--- src/rtl/mem_arbiter_pkg.sv ---
// Shared types and constants for the instruction/data memory arbiter.
package mem_arbiter_pkg;

    typedef enum logic [1:0] {
        ARB_IDLE   = 2'd0,
        ARB_BUSY_I = 2'd1,
        ARB_BUSY_D = 2'd2
    } arb_state_e;

    // Instruction fetches always move a full word; this reuses the pipeline's DMType word code.
    localparam logic [2:0] DMT_WORD = 3'b010;

endpackage

--- src/rtl/mem_arbiter_if.sv ---
// Bus bundle between the pipeline fetch/data ports, the arbiter and the shared memory.
interface mem_arbiter_if #(
    parameter int ADDR_W = 32,
    parameter int DATA_W = 32
);
    logic              if_req;
    logic [ADDR_W-1:0] if_addr;
    logic [DATA_W-1:0] if_rdata;
    logic              if_valid;

    logic              d_req;
    logic              d_we;
    logic [2:0]        d_type;
    logic [ADDR_W-1:0] d_addr;
    logic [DATA_W-1:0] d_wdata;
    logic [DATA_W-1:0] d_rdata;
    logic              d_valid;

    logic              m_en;
    logic              m_we;
    logic [2:0]        m_type;
    logic [ADDR_W-1:0] m_addr;
    logic [DATA_W-1:0] m_wdata;
    logic [DATA_W-1:0] m_rdata;
    logic              m_ready;

    logic              stall;

    // Arbiter side: serves requests and drives the memory.
    modport slave (
        input  if_req, if_addr, d_req, d_we, d_type, d_addr, d_wdata, m_rdata, m_ready,
        output if_rdata, if_valid, d_rdata, d_valid,
               m_en, m_we, m_type, m_addr, m_wdata, stall
    );

    // Environment side: pipeline requesters plus the memory.
    modport master (
        output if_req, if_addr, d_req, d_we, d_type, d_addr, d_wdata, m_rdata, m_ready,
        input  if_rdata, if_valid, d_rdata, d_valid,
               m_en, m_we, m_type, m_addr, m_wdata, stall
    );

endinterface

--- src/rtl/mem_arbiter.sv ---
// Serialises fetch and data accesses onto one variable-latency memory port;
// data wins by default, fetch wins after STARVE_MAX consecutive losses.
//
// state      | meaning
// -----------+--------------------------------------------------------
// ARB_IDLE   | no access outstanding; arbitrate eligible requests
// ARB_BUSY_I | fetch access on the memory, waiting for m_ready
// ARB_BUSY_D | data access on the memory, waiting for m_ready
module mem_arbiter
    import mem_arbiter_pkg::*;
#(
    parameter int ADDR_W     = 32,
    parameter int DATA_W     = 32,
    parameter int STARVE_MAX = 4
) (
    input logic           clk,
    input logic           reset,
    mem_arbiter_if.slave  bus
);

    localparam int CNT_W = $clog2(STARVE_MAX + 1);
    localparam logic [CNT_W-1:0] STARVE_LIM = CNT_W'(STARVE_MAX);

    arb_state_e        state_q, state_d;
    logic [CNT_W-1:0]  starve_cnt;

    logic              if_valid_q, d_valid_q;
    logic [DATA_W-1:0] if_rdata_q, d_rdata_q;
    logic              m_we_q;
    logic [2:0]        m_type_q;
    logic [ADDR_W-1:0] m_addr_q;
    logic [DATA_W-1:0] m_wdata_q;

    logic if_elig, d_elig;
    logic grant_i, grant_d, done;

    // A requester whose valid pulse is showing has just been served and must not be re-granted.
    assign if_elig = bus.if_req & ~if_valid_q;
    assign d_elig  = bus.d_req  & ~d_valid_q;

    always_comb begin
        state_d = state_q;
        grant_i = 1'b0;
        grant_d = 1'b0;
        done    = 1'b0;
        case (state_q)
            ARB_IDLE: begin
                if (d_elig && ((starve_cnt < STARVE_LIM) || !if_elig)) begin
                    grant_d = 1'b1;
                    state_d = ARB_BUSY_D;
                end else if (if_elig) begin
                    grant_i = 1'b1;
                    state_d = ARB_BUSY_I;
                end
            end
            ARB_BUSY_I, ARB_BUSY_D: begin
                if (bus.m_ready) begin
                    done    = 1'b1;
                    state_d = ARB_IDLE;
                end
            end
            default: state_d = ARB_IDLE;
        endcase
    end

    always_ff @(posedge clk or negedge reset) begin
        if (!reset) begin
            state_q <= ARB_IDLE;
        end else begin
            state_q <= state_d;
        end
    end

    always_ff @(posedge clk or negedge reset) begin
        if (!reset) begin
            starve_cnt <= '0;
            if_valid_q <= 1'b0;
            d_valid_q  <= 1'b0;
            if_rdata_q <= '0;
            d_rdata_q  <= '0;
            m_we_q     <= 1'b0;
            m_type_q   <= '0;
            m_addr_q   <= '0;
            m_wdata_q  <= '0;
        end else begin
            if_valid_q <= done && (state_q == ARB_BUSY_I);
            d_valid_q  <= done && (state_q == ARB_BUSY_D);

            if (grant_d) begin
                m_we_q    <= bus.d_we;
                m_type_q  <= bus.d_type;
                m_addr_q  <= bus.d_addr;
                m_wdata_q <= bus.d_wdata;
            end else if (grant_i) begin
                m_we_q   <= 1'b0;
                m_type_q <= DMT_WORD;
                m_addr_q <= bus.if_addr;
            end

            if (done && (state_q == ARB_BUSY_I)) begin
                if_rdata_q <= bus.m_rdata;
            end
            // Stores leave the load-data register untouched.
            if (done && (state_q == ARB_BUSY_D) && !m_we_q) begin
                d_rdata_q <= bus.m_rdata;
            end

            if (grant_i) begin
                starve_cnt <= '0;
            end else if (grant_d && if_elig && (starve_cnt < STARVE_LIM)) begin
                starve_cnt <= starve_cnt + 1'b1;
            end
        end
    end

    assign bus.m_en     = (state_q != ARB_IDLE);
    assign bus.m_we     = m_we_q;
    assign bus.m_type   = m_type_q;
    assign bus.m_addr   = m_addr_q;
    assign bus.m_wdata  = m_wdata_q;
    assign bus.if_valid = if_valid_q;
    assign bus.d_valid  = d_valid_q;
    assign bus.if_rdata = if_rdata_q;
    assign bus.d_rdata  = d_rdata_q;
    assign bus.stall    = (bus.if_req & ~if_valid_q) | (bus.d_req & ~d_valid_q);

endmodule

--- src/flat_wrapper.sv ---
// flat-port wrapper written by rule: the top's interface ports become plain ports
module mem_arbiter_flat import mem_arbiter_pkg::*;
#(
    parameter int ADDR_W     = 32,
    parameter int DATA_W     = 32,
    parameter int STARVE_MAX = 4
)
  (clk, reset, bus_if_req, bus_if_addr, bus_d_req, bus_d_we, bus_d_type, bus_d_addr, bus_d_wdata, bus_m_rdata, bus_m_ready, bus_if_rdata, bus_if_valid, bus_d_rdata, bus_d_valid, bus_m_en, bus_m_we, bus_m_type, bus_m_addr, bus_m_wdata, bus_stall);
  mem_arbiter_if #(.ADDR_W(ADDR_W), .DATA_W(DATA_W)) bus_i ();
  input logic clk;
  input logic reset;
  input wire logic [$bits(bus_i.if_req)-1:0] bus_if_req;
  input wire logic [$bits(bus_i.if_addr)-1:0] bus_if_addr;
  input wire logic [$bits(bus_i.d_req)-1:0] bus_d_req;
  input wire logic [$bits(bus_i.d_we)-1:0] bus_d_we;
  input wire logic [$bits(bus_i.d_type)-1:0] bus_d_type;
  input wire logic [$bits(bus_i.d_addr)-1:0] bus_d_addr;
  input wire logic [$bits(bus_i.d_wdata)-1:0] bus_d_wdata;
  input wire logic [$bits(bus_i.m_rdata)-1:0] bus_m_rdata;
  input wire logic [$bits(bus_i.m_ready)-1:0] bus_m_ready;
  output wire logic [$bits(bus_i.if_rdata)-1:0] bus_if_rdata;
  output wire logic [$bits(bus_i.if_valid)-1:0] bus_if_valid;
  output wire logic [$bits(bus_i.d_rdata)-1:0] bus_d_rdata;
  output wire logic [$bits(bus_i.d_valid)-1:0] bus_d_valid;
  output wire logic [$bits(bus_i.m_en)-1:0] bus_m_en;
  output wire logic [$bits(bus_i.m_we)-1:0] bus_m_we;
  output wire logic [$bits(bus_i.m_type)-1:0] bus_m_type;
  output wire logic [$bits(bus_i.m_addr)-1:0] bus_m_addr;
  output wire logic [$bits(bus_i.m_wdata)-1:0] bus_m_wdata;
  output wire logic [$bits(bus_i.stall)-1:0] bus_stall;
  assign bus_i.if_req = bus_if_req;
  assign bus_i.if_addr = bus_if_addr;
  assign bus_i.d_req = bus_d_req;
  assign bus_i.d_we = bus_d_we;
  assign bus_i.d_type = bus_d_type;
  assign bus_i.d_addr = bus_d_addr;
  assign bus_i.d_wdata = bus_d_wdata;
  assign bus_i.m_rdata = bus_m_rdata;
  assign bus_i.m_ready = bus_m_ready;
  assign bus_if_rdata = bus_i.if_rdata;
  assign bus_if_valid = bus_i.if_valid;
  assign bus_d_rdata = bus_i.d_rdata;
  assign bus_d_valid = bus_i.d_valid;
  assign bus_m_en = bus_i.m_en;
  assign bus_m_we = bus_i.m_we;
  assign bus_m_type = bus_i.m_type;
  assign bus_m_addr = bus_i.m_addr;
  assign bus_m_wdata = bus_i.m_wdata;
  assign bus_stall = bus_i.stall;
  mem_arbiter #(.ADDR_W(ADDR_W), .DATA_W(DATA_W), .STARVE_MAX(STARVE_MAX)) u_core (.clk(clk), .reset(reset), .bus(bus_i));
endmodule
--- config.mk ---
export PLATFORM = sky130hd
export DESIGN_NAME = mem_arbiter_flat
export DESIGN_NICKNAME = d
export VERILOG_FILES = /design/src/rtl/mem_arbiter_pkg.sv /design/src/rtl/mem_arbiter_if.sv /design/src/rtl/mem_arbiter.sv /design/src/flat_wrapper.sv
export SDC_FILE = /design/constraint.sdc
export NUM_CORES = 1
export LEC_CHECK = 0
export CAP_MARGIN = 20
export CORE_MARGIN = 1
export CORE_UTILIZATION = 46
export CTS_CLUSTER_DIAMETER = 30
export CTS_CLUSTER_SIZE = 16
export DETAILED_ROUTE_END_ITERATION = 10
export GPL_TIMING_DRIVEN = 0
export PLACE_DENSITY = 0.95
export SLEW_MARGIN = 15
export SYNTH_ARGS = -nofsm -noshare
export SYNTH_HDL_FRONTEND = slang
export SYNTH_SLANG_ARGS = --single-unit
--- constraint.sdc ---
create_clock -name clk -period 4.2 [get_ports clk]
set_clock_uncertainty 0.1 [all_clocks]
set_input_delay 0.84 -clock clk [delete_from_list [all_inputs] [get_ports clk]]
set_output_delay 0.84 -clock clk [all_outputs]
set_load 0.05 [all_outputs]
==> results.sh, run 1 <==
export IMPL_worst_ir_drop_vdd_v=0.0006164
export IMPL_timing_rr_end="u_core.bus.m_addr[4]$_DFFE_PN0P_"
export IMPL_dp_hpwl_um=13340
export IMPL_pre_cts_slack_ns=0.6214
export IMPL_syn_area_per_cell_um2=13.81
export IMPL_startpoint_type="primary input"
export IMPL_ys_seq_area_share_pct=56.24
export IMPL_grt_max_degree=75
export IMPL_cts_inserted_buffers=17
export IMPL_power_share_switching_pct=46.81
export IMPL_wl_um=18280
export IMPL_cp_num_cells=4
export IMPL_synth_edf_count=0
export IMPL_grt_usage_pct=27.36
export IMPL_core_area_mm2=0.01288
export IMPL_drv_slew=0
export IMPL_synth_cells=448
export IMPL_seq_power_share_pct=26.1
export IMPL_finalWorstSetupSlack_ns=0.5931
export IMPL_post_route_period_util_pct=85.88
export IMPL_rows=41
export IMPL_initial_core_util_pct=48.03
export IMPL_reg2reg_depth=7
export IMPL_grt_pass1_wl_um=29440
export IMPL_drt_iter0_markers=283
export IMPL_vias=4965
export IMPL_die_w_um=118.0
export IMPL_clkTransAtPathRegs_ns=0.06
export IMPL_worstPathCellList="clkdlybuf4s50_1 -> nand2b_1 -> nand2_1 -> clkdlybuf4s50_1"
export IMPL_internal_power_mw=4.876
export IMPL_setup_viol=0
export IMPL_synth_seq_cells=139
export IMPL_whs_ns=0.3455
export IMPL_drc_errors=0
export IMPL_num_io_pins=273
export IMPL_post_cts_setup_buffers=0
export IMPL_cp_slowest_cell="clkdlybuf4s50_1"
export IMPL_fp_dieH_um=118.0
export IMPL_clock_fmax_mhz=277.2
export IMPL_antenna_found_initial=0
export IMPL_crit_required_ns=3.26
export IMPL_syn2layout_area_growth_pct=56.93
export IMPL_r2r_start="u_core.state_q[1]$_DFFE_PN0P_"
export IMPL_syn_nets=589
export IMPL_cts_buffer_depth=2
export IMPL_critPathCaptureType="output pin"
export IMPL_finalHoldViolCount=0
export IMPL_p_leak_nw=4.088
export IMPL_max_slew_margin_rel_pct=53.27
export IMPL_clock_sinks=139
export IMPL_cp_top_family="buffers and inverters"
export IMPL_critPathMaxStageDelay_ns=0.86
export IMPL_drive_gt1_share_pct=24.77
export IMPL_p_sw_mw=4.291
export IMPL_port_buffers=272
export IMPL_cp_num_buf_inv=2
export IMPL_synthFlopType="dfrtp_1"
export IMPL_cts_tree="built"
export IMPL_nets=881
export IMPL_grt_ovfl_total=0
export IMPL_clkPwrFrac_pct=15.4
export IMPL_synth_area_mm2=0.006185
export IMPL_rrSetupSlack_ns=2.14
export IMPL_clockRootBuffer="clkbuf_16"
export IMPL_cts_resized=0
export IMPL_crit_fanout=8
export IMPL_vias_per_cell=5.379
export IMPL_critPathMostFrequentCell="clkdlybuf4s50_1"
export IMPL_routedWlPerCell_um=19.80
export IMPL_crit_arrival_ns=2.67
export IMPL_htree_levels=4
export IMPL_yosys_warnings=0
export IMPL_crit_start="bus_d_req"
export IMPL_grt_pass1_vias=5488
export IMPL_antenna_left=0
export IMPL_status="complete, no violations"
export IMPL_async_flop_share_pct=100.0
export IMPL_period_minus_slack_ns=3.607
export IMPL_path_class="primary input to output pin"
export IMPL_postCtsHoldBufs=0
export IMPL_drv_cap=0
export IMPL_rsz0062_at_grt="false"
export IMPL_power_density_mw_per_mm2=944.5
export IMPL_synthDistinctLibCells=35
export IMPL_pwr_share_comb_pct=58.5
export IMPL_dieArea_mm2=0.01391
export IMPL_n_antenna_cell=0
export IMPL_insertion_delay_ns=0.42
export IMPL_worst_slew_pin_slew_ns=0.7009
export IMPL_hold_path_class="primary input to asynchronous set/reset pin"
export IMPL_drtPass1Iterations=4
export IMPL_place_gp_congestion=0.9119
-- stage by stage --
step	power [mW]	TNS (ns)	std cells	area [um^2]	util [%]
final	9.167	0	923	9706	75.38
after detailed placement	7.745	0	893	9151	71.07
after global placement	7.591	-401.89	892	9123	70.85
after CTS	9.211	0	923	9706	75.38
after global routing	9.515	0	923	9706	75.38
after floorplan	5.866	0	448	6185	-
-- worst max-delay path by stage --
stage                                         endpoint  slack (ns)
floorplan                                    bus_stall        1.96
global placement    u_core.bus.d_rdata[12]$_DFFE_PN0P_       -2.90
detailed placement                           bus_stall        0.62
CTS                                          bus_stall        0.61
global route                                 bus_stall        0.54
finish                                       bus_stall        0.59
-- final cells by class --
cell class | instances | area [um^2]
Multi-Input combinational cell | 262 | 2475
Fill cell | 811 | 3171
Inverter | 5 | 18.77
Clock buffer | 23 | 488.0
Clock inverter | 7 | 66.31
Timing Repair Buffer | 273 | 2751
Tap cell | 172 | 215.2
Sequential cell | 139 | 3478
Buffer | 42 | 212.7
-- per-layer routing --
metal  vias to the layer above  track usage [%]  share of wire [%]
met5                         -                0                  0
met4                         0            11.86                3.0
li1                       2268                -                  -
met3                        42            8.576                7.5
met1                      2436            30.48                 38
met2                       219            47.90                 51
-- cells in the mapped netlist (4+ instances only) --
cell	number	share of area, %
a21oi_1	32	2.6
buf_2	20	1.6
clkbuf_1	13	0.79
dfrtp_1	139	56
ha_1	4	0.81
inv_1	5	0.30
mux2_2	66	12
mux2_4	29	7.0
nand2_1	5	0.30
o221ai_1	32	4.5
o2bb2ai_1	32	4.5
or3b_2	32	4.5
-- sequential cells by signal, summed over array words and instances (netlist names) --
name and flops:
u_core.bus.m_type 3, u_core.starve_cnt 3, u_core.bus.d_rdata 32, u_core.bus.m_we 1, u_core.bus.d_valid 1, u_core.bus.if_valid 1
u_core.bus.m_addr 32, u_core.bus.if_rdata 32, u_core.bus.m_wdata 32, u_core.state_q 2
-- power groups by stage --
stage	combinational, mW	sequential, mW	clock, mW
after global placement	5.25	2.34	0
final	5.36	2.39	1.41
after floorplan	1.30	4.57	0
after CTS	5.39	2.39	1.43
after detailed placement	5.35	2.39	0
after global routing	5.57	2.47	1.48
-- cell families (layout without fill, tap and decap cells) --
family,after synthesis,count (layout),synth area share [%]
buffers and inverters,47,350,3.743
AOI/OAI and AO/OA,107,107,13.17
adders and majority gates,4,4,0.8093
DFF,139,139,56.24
and+or+nand+nor,55,55,6.798
muxes,96,96,19.24
-- cell usage in the layout, fill, tap and decap left out, drive strengths merged, types with 6 or more instances in the layout --
cell / synthesis / routed
o2bb2ai: 32 / 32
clkdlybuf4s50: 0 / 271
nand2: 6 / 6
or3b: 32 / 32
clkbuf: 16 / 39
dfrtp: 139 / 139
a21oi: 32 / 32
buf: 26 / 28
o221ai: 32 / 32
mux2: 96 / 96
(Power assumes the default switching activity.)
==> run 2: changes to the inputs <==
--- a/config.mk
+++ b/config.mk
@@ -7,12 +7,12 @@
 export LEC_CHECK = 0
 export CAP_MARGIN = 20
 export CORE_MARGIN = 1
-export CORE_UTILIZATION = 46
+export CORE_UTILIZATION = 42
 export CTS_CLUSTER_DIAMETER = 30
 export CTS_CLUSTER_SIZE = 16
 export DETAILED_ROUTE_END_ITERATION = 10
 export GPL_TIMING_DRIVEN = 0
-export PLACE_DENSITY = 0.95
+export PLACE_DENSITY = 0.92
 export SLEW_MARGIN = 15
 export SYNTH_ARGS = -nofsm -noshare
 export SYNTH_HDL_FRONTEND = slang
==> constraint.sdc (replaced) <==
create_clock -name clk -period 3.5 [get_ports clk]
set_clock_uncertainty 0.1 [all_clocks]
set_input_delay 0.7 -clock clk [delete_from_list [all_inputs] [get_ports clk]]
set_output_delay 0.7 -clock clk [all_outputs]
set_load 0.05 [all_outputs]
==> run 2 against run 1 <==
Total power is 22% higher. First-iteration DRC count is 3.9% higher. Clock power is 30% higher. Critical path depth stayed put. Global-route usage is 2.4 points lower. Largest power group unchanged. Highest routed layer unchanged.
==> results.sh, run 2 (synthesized netlist as in run 1, its figures left out) <==
export IMPL_drtPass1Iterations=5
export IMPL_grt_pass1_vias=5436
export IMPL_vias=5091
export IMPL_fill_cells=972
export IMPL_htree_levels=4
export IMPL_grt_ovfl_total=0
export IMPL_cp_slowest_cell="clkdlybuf4s50_1"
export IMPL_dp_cells=901
export IMPL_cts_inserted_buffers=17
export IMPL_critPathCaptureType="output pin"
export IMPL_port_buffers=272
export IMPL_worst_slew_pin_slew_ns=0.6447
export IMPL_finalWorstSetupSlack_ns=0.1832
export IMPL_setup_viol=0
export IMPL_initial_core_util_pct=43.88
export IMPL_core_area_mm2=0.01410
export IMPL_status="complete, no violations"
export IMPL_drv_cap=0
export IMPL_rrSetupSlack_ns=1.37
export IMPL_worst_ir_drop_vdd_v=0.0008909
export IMPL_post_route_period_util_pct=94.77
export IMPL_crit_arrival_ns=2.52
export IMPL_grt_max_degree=72
export IMPL_fp_dieH_um=123.4
export IMPL_wl_um=18900
export IMPL_tns_ns=0
export IMPL_cp_num_cells=4
export IMPL_final_cell_mix="271 x clkdlybuf4s50_1, 139 x dfrtp_1, 66 x mux2_2"
export IMPL_dieArea_mm2=0.01522
export IMPL_cts_tree="built"
export IMPL_post_cts_setup_buffers=0
export IMPL_critPathMaxStageDelay_ns=0.87
export IMPL_antenna_found_initial=0
export IMPL_clock_fmax_mhz=301.5
export IMPL_cts_resized=0
export IMPL_nets=881
export IMPL_p_total_mw=11.14
export IMPL_pre_cts_slack_ns=0.2022
export IMPL_vias_per_cell=5.462
export IMPL_rows=43
export IMPL_cp_num_buf_inv=2
export IMPL_cts_buffer_depth=2
export IMPL_drv_slew=0
export IMPL_drt_iter0_markers=294
export IMPL_period_minus_slack_ns=3.317
export IMPL_critPathMostFrequentCell="clkdlybuf4s50_1"
export IMPL_stdcell_area_mm2=0.009756
export IMPL_grt_pass1_wl_um=28300
export IMPL_drive_gt1_share_pct=25.00
export IMPL_clock_sinks=139
export IMPL_grt_usage_pct=24.98
export IMPL_reg2reg_depth=6
export IMPL_startpoint_type="primary input"
export IMPL_place_gp_congestion=0.9049
export IMPL_power_density_mw_per_mm2=1142
export IMPL_worstPathCellList="clkdlybuf4s50_1 -> nand2b_1 -> nand2_1 -> clkdlybuf4s50_1"
export IMPL_finalHoldViolCount=0
export IMPL_clkTransAtPathRegs_ns=0.06
export IMPL_dp_hpwl_um=14070
export IMPL_placedInstanceArea_mm2=0.009161
export IMPL_r2r_start="u_core.state_q[1]$_DFFE_PN0P_"
export IMPL_drc_errors=0
export IMPL_antenna_left=0
export IMPL_hold_path_class="primary input to asynchronous set/reset pin"
export IMPL_num_io_pins=273
export IMPL_postCtsHoldBufs=0
export IMPL_instances_no_fill=932
export IMPL_rsz0062_at_grt="false"
export IMPL_insertion_delay_ns=0.41
export IMPL_clockRootBuffer="clkbuf_16"
export IMPL_n_antenna_cell=0
export IMPL_cp_top_family="buffers and inverters"
export IMPL_max_slew_margin_rel_pct=57.02
export IMPL_timing_rr_end="u_core.bus.m_addr[1]$_DFFE_PN0P_"
export IMPL_crit_required_ns=2.70
export IMPL_die_w_um=123.4
export IMPL_crit_fanout=8
export IMPL_layout_commonest_cell="clkdlybuf4s50_1"
export IMPL_syn2layout_area_growth_pct=57.74
export IMPL_routedWlPerCell_um=20.28
export IMPL_path_class="primary input to output pin"
export IMPL_p_leak_nw=4.105
run 2: worst max path at each step:
stage / slack [ns] / endpoint / from
CTS: 0.18 / bus_stall / bus_d_req
global route: 0.13 / bus_stall / bus_d_req
global placement: -3.55 / u_core.bus.m_addr[22]$_DFFE_PN0P_ / reset
detailed placement: 0.20 / bus_stall / bus_d_req
floorplan: 1.45 / bus_stall / u_core.bus.d_valid$_DFF_PN0_
finish: 0.18 / bus_stall / bus_d_req
run 2: per-stage QoR:
stage                     utilization, %  hold slack [ns]
after floorplan                        -           0.3044
after global placement             64.79           0.3711
after detailed placement           64.99           0.3755
after CTS                          69.21           0.2125
after global routing               69.21           0.2294
final                              69.21           0.1907
run 2: layout make-up:
class / instances / area [um^2] / share of cell area, %
buffer: 42 / 212.7 / 2.180
sequential: 139 / 3478 / 35.65
timing repair buffer: 273 / 2751 / 28.20
multi-input combinational: 262 / 2475 / 25.37
inverter: 5 / 18.77 / 0.1924
clock inverter: 13 / 165.2 / 1.693
clock buffer: 18 / 429.2 / 4.399
tap: 180 / 225.2 / 2.309
run 2: power by group:
part	leakage (nW)	internal, mW	switching [mW]	total [mW]
clock network	0.291	1.12	0.702	1.83
logic	2.13	2.41	4.02	6.43
registers	1.69	2.40	0.486	2.89
run 2: metal layers:
layer / global-route usage [%] / vias up / routed length, um
li1: - / 2278 / -
met1: 25.82 / 2500 / 6849
met2: 45.18 / 276 / 9779
met3: 9.410 / 37 / 1812
met4: 10.17 / 0 / 462
met5: 0 / - / 0
run 2: worst reg2reg max path, cell delays in order, from the launching register on:
cell	delay [ns]
dfrtp_1	0.40
inv_1	0.11
ha_1	0.30
buf_2	0.28
clkbuf_1	0.37
o221ai_1	0.23
o2bb2ai_1	0.24
==> run 3: changes to the inputs <==
--- a/config.mk
+++ b/config.mk
@@ -5,14 +5,12 @@
 export SDC_FILE = /design/constraint.sdc
 export NUM_CORES = 1
 export LEC_CHECK = 0
-export CAP_MARGIN = 20
 export CORE_MARGIN = 1
 export CORE_UTILIZATION = 42
-export CTS_CLUSTER_DIAMETER = 30
 export CTS_CLUSTER_SIZE = 16
 export DETAILED_ROUTE_END_ITERATION = 10
 export GPL_TIMING_DRIVEN = 0
-export PLACE_DENSITY = 0.92
+export PLACE_DENSITY = 0.8
 export SLEW_MARGIN = 15
 export SYNTH_ARGS = -nofsm -noshare
 export SYNTH_HDL_FRONTEND = slang
==> run 3 against run 2 <==
Sequential share of layout area barely moved. First-iteration DRC count decreased by 31%. Combinational power is 0.6% lower. Die area is the same. Via count decreased by 2.1%. Utilization increased by 0.062 points. Routed wire length down 7.2%. Maximum frequency about the same. Sequential cell count did not move.
==> results.sh, run 3 (synthesized netlist as in run 1, its figures left out) <==
export IMPL_status="complete, no violations"
export IMPL_crit_required_ns=2.70
export IMPL_grt_usage_pct=23.38
export IMPL_fp_dieH_um=123.4
export IMPL_fill_cells=1015
export IMPL_max_slew_margin_rel_pct=60.63
export IMPL_htree_levels=4
export IMPL_drv_slew=0
export IMPL_crit_arrival_ns=2.52
export IMPL_clock_fmax_mhz=301.5
export IMPL_dieArea_mm2=0.01522
export IMPL_timing_rr_end="u_core.bus.m_addr[31]$_DFFE_PN0P_"
export IMPL_grt_pass1_vias=5314
export IMPL_crit_fanout=8
export IMPL_postCtsHoldBufs=0
export IMPL_critPathMaxStageDelay_ns=0.85
export IMPL_grt_ovfl_total=0
export IMPL_grt_max_degree=82
export IMPL_insertion_delay_ns=0.41
export IMPL_clkPwrFrac_pct=16.5
export IMPL_clkTransAtPathRegs_ns=0.06
export IMPL_layout_commonest_cell="clkdlybuf4s50_1"
export IMPL_finalHoldViolCount=0
export IMPL_cts_inserted_buffers=17
export IMPL_p_total_mw=11.08
export IMPL_antenna_found_initial=0
export IMPL_rrSetupSlack_ns=1.47
export IMPL_period_minus_slack_ns=3.317
export IMPL_final_cell_mix="271 x clkdlybuf4s50_1, 139 x dfrtp_1, 66 x mux2_2"
export IMPL_critPathCaptureType="output pin"
export IMPL_n_antenna_cell=0
export IMPL_cts_resized=0
export IMPL_drt_iter0_markers=204
export IMPL_nets=881
export IMPL_grt_pass1_wl_um=26780
export IMPL_routedWlPerCell_um=18.81
export IMPL_dp_hpwl_um=12840
export IMPL_p_sw_mw=5.112
export IMPL_power_share_switching_pct=46.15
export IMPL_fin_util_pct=69.27
export IMPL_rsz0062_at_grt="false"
export IMPL_num_io_pins=273
export IMPL_hold_path_class="primary input to asynchronous set/reset pin"
export IMPL_cp_slowest_cell="clkdlybuf4s50_1"
export IMPL_worst_ir_drop_vdd_v=0.0006776
export IMPL_reg2reg_depth=7
export IMPL_startpoint_type="primary input"
export IMPL_clockRootBuffer="clkbuf_16"
export IMPL_worstPathCellList="clkdlybuf4s50_1 -> nand2b_1 -> nand2_1 -> clkdlybuf4s50_1"
export IMPL_vias_per_cell=5.344
export IMPL_endpoint="bus_stall"
export IMPL_core_area_mm2=0.01410
export IMPL_syn2layout_area_growth_pct=57.88
export IMPL_vias=4986
export IMPL_crit_start="bus_d_req"
export IMPL_seq_power_share_pct=25.8
export IMPL_initial_core_util_pct=43.88
export IMPL_power_density_mw_per_mm2=1134
export IMPL_internal_power_mw=5.966
export IMPL_pwr_share_comb_pct=57.7
export IMPL_drc_errors=0
export IMPL_drtPass1Iterations=4
export IMPL_place_gp_congestion=0.8945
export IMPL_worst_slew_pin_slew_ns=0.5887
export IMPL_drive_gt1_share_pct=24.97
export IMPL_cts_tree="built"
export IMPL_p_leak_nw=4.107
export IMPL_port_buffers=272
export IMPL_setup_viol=0
export IMPL_cts_buffer_depth=2
export IMPL_post_cts_setup_buffers=0
export IMPL_antenna_left=0
export IMPL_clock_sinks=139
export IMPL_drv_cap=0
export IMPL_rows=43
export IMPL_die_w_um=123.4
export IMPL_post_route_period_util_pct=94.77
export IMPL_wl_um=17550
export IMPL_r2r_start="u_core.state_q[1]$_DFFE_PN0P_"
export IMPL_path_class="primary input to output pin"
export IMPL_critPathMostFrequentCell="clkdlybuf4s50_1"
==> run 3: cell types whose count changed in the layout (fill, tap and decap cells not counted) <==
cell / before / now
clkbuf_8: 0 / 2
clkinv_4: 2 / 1
clkbuf_1: 14 / 15
clkinv_2: 3 / 4
clkinvlp_4: 1 / 2
inv_6: 4 / 1
==> run 3: layout make-up <==
cell class / count / area, um^2 / share of cell area [%]
clock buffers: 21 / 460.4 / 4.716
well taps: 180 / 225.2 / 2.307
repair buffers: 273 / 2751 / 28.18
flip-flops and latches: 139 / 3478 / 35.62
clock inverters: 11 / 142.6 / 1.461
inverters: 5 / 18.77 / 0.1922
plain buffers: 42 / 212.7 / 2.178
multi-input cells: 262 / 2475 / 25.35
==> run 3: routing by layer <==
metal | track usage [%] | vias to the layer above | part of all wire (%)
met4 | 10.92 | 0 | 2.6
met1 | 26.18 | 2461 | 38
met3 | 8.210 | 32 | 9.4
li1 | - | 2276 | -
met2 | 39.73 | 217 | 50
met5 | 0 | - | 0
==> run 3: metrics by stage <==
stage / area [um^2] / setup TNS, ns / worst slack, ns / hold slack [ns] / instances
after CTS: 9764 / 0 / 0.2199 / 0.1637 / 933
after global placement: 9133 / -501.63 / -3.622 / 0.3719 / 900
after floorplan: 6185 / 0 / 1.454 / 0.3044 / 448
after detailed placement: 9161 / 0 / 0.2349 / 0.3761 / 901
after global routing: 9764 / 0 / 0.1486 / 0.1883 / 933
final: 9764 / 0 / 0.1829 / 0.1574 / 933
==> run 3: worst min path at each step <==
stage | startpoint | endpoint | slack, ns | cells past startpoint
after CTS | reset | u_core.bus.m_addr[5]$_DFFE_PN0P_ | 0.16 | 1
after floorplan | reset | u_core.bus.d_rdata[0]$_DFFE_PN0P_ | 0.30 | 0
final | reset | u_core.bus.m_wdata[12]$_DFFE_PN0N_ | 0.16 | 1
after global placement | u_core.starve_cnt[1]$_DFFE_PN0P_ | u_core.starve_cnt[1]$_DFFE_PN0P_ | 0.37 | 2
after detailed placement | u_core.bus.m_addr[29]$_DFFE_PN0P_ | u_core.bus.m_addr[29]$_DFFE_PN0P_ | 0.38 | 1
after global routing | reset | u_core.bus.m_wdata[19]$_DFFE_PN0N_ | 0.19 | 1
==> run 3: power by group through the flow <==
stage,Clock (mW),Sequential (mW),Combinational [mW]
floorplan,0,5.48,1.56
global placement,0,2.83,6.31
detailed placement,0,2.86,6.41
CTS,1.86,2.86,6.43
global route,1.93,2.94,6.67
finish,1.83,2.86,6.39
==> run 3: worst max-delay path, delay by kind of cell <==
kind	cells	cell delay, ns
and+or+nand+nor	2	0.30
buffers and inverters	2	1.52
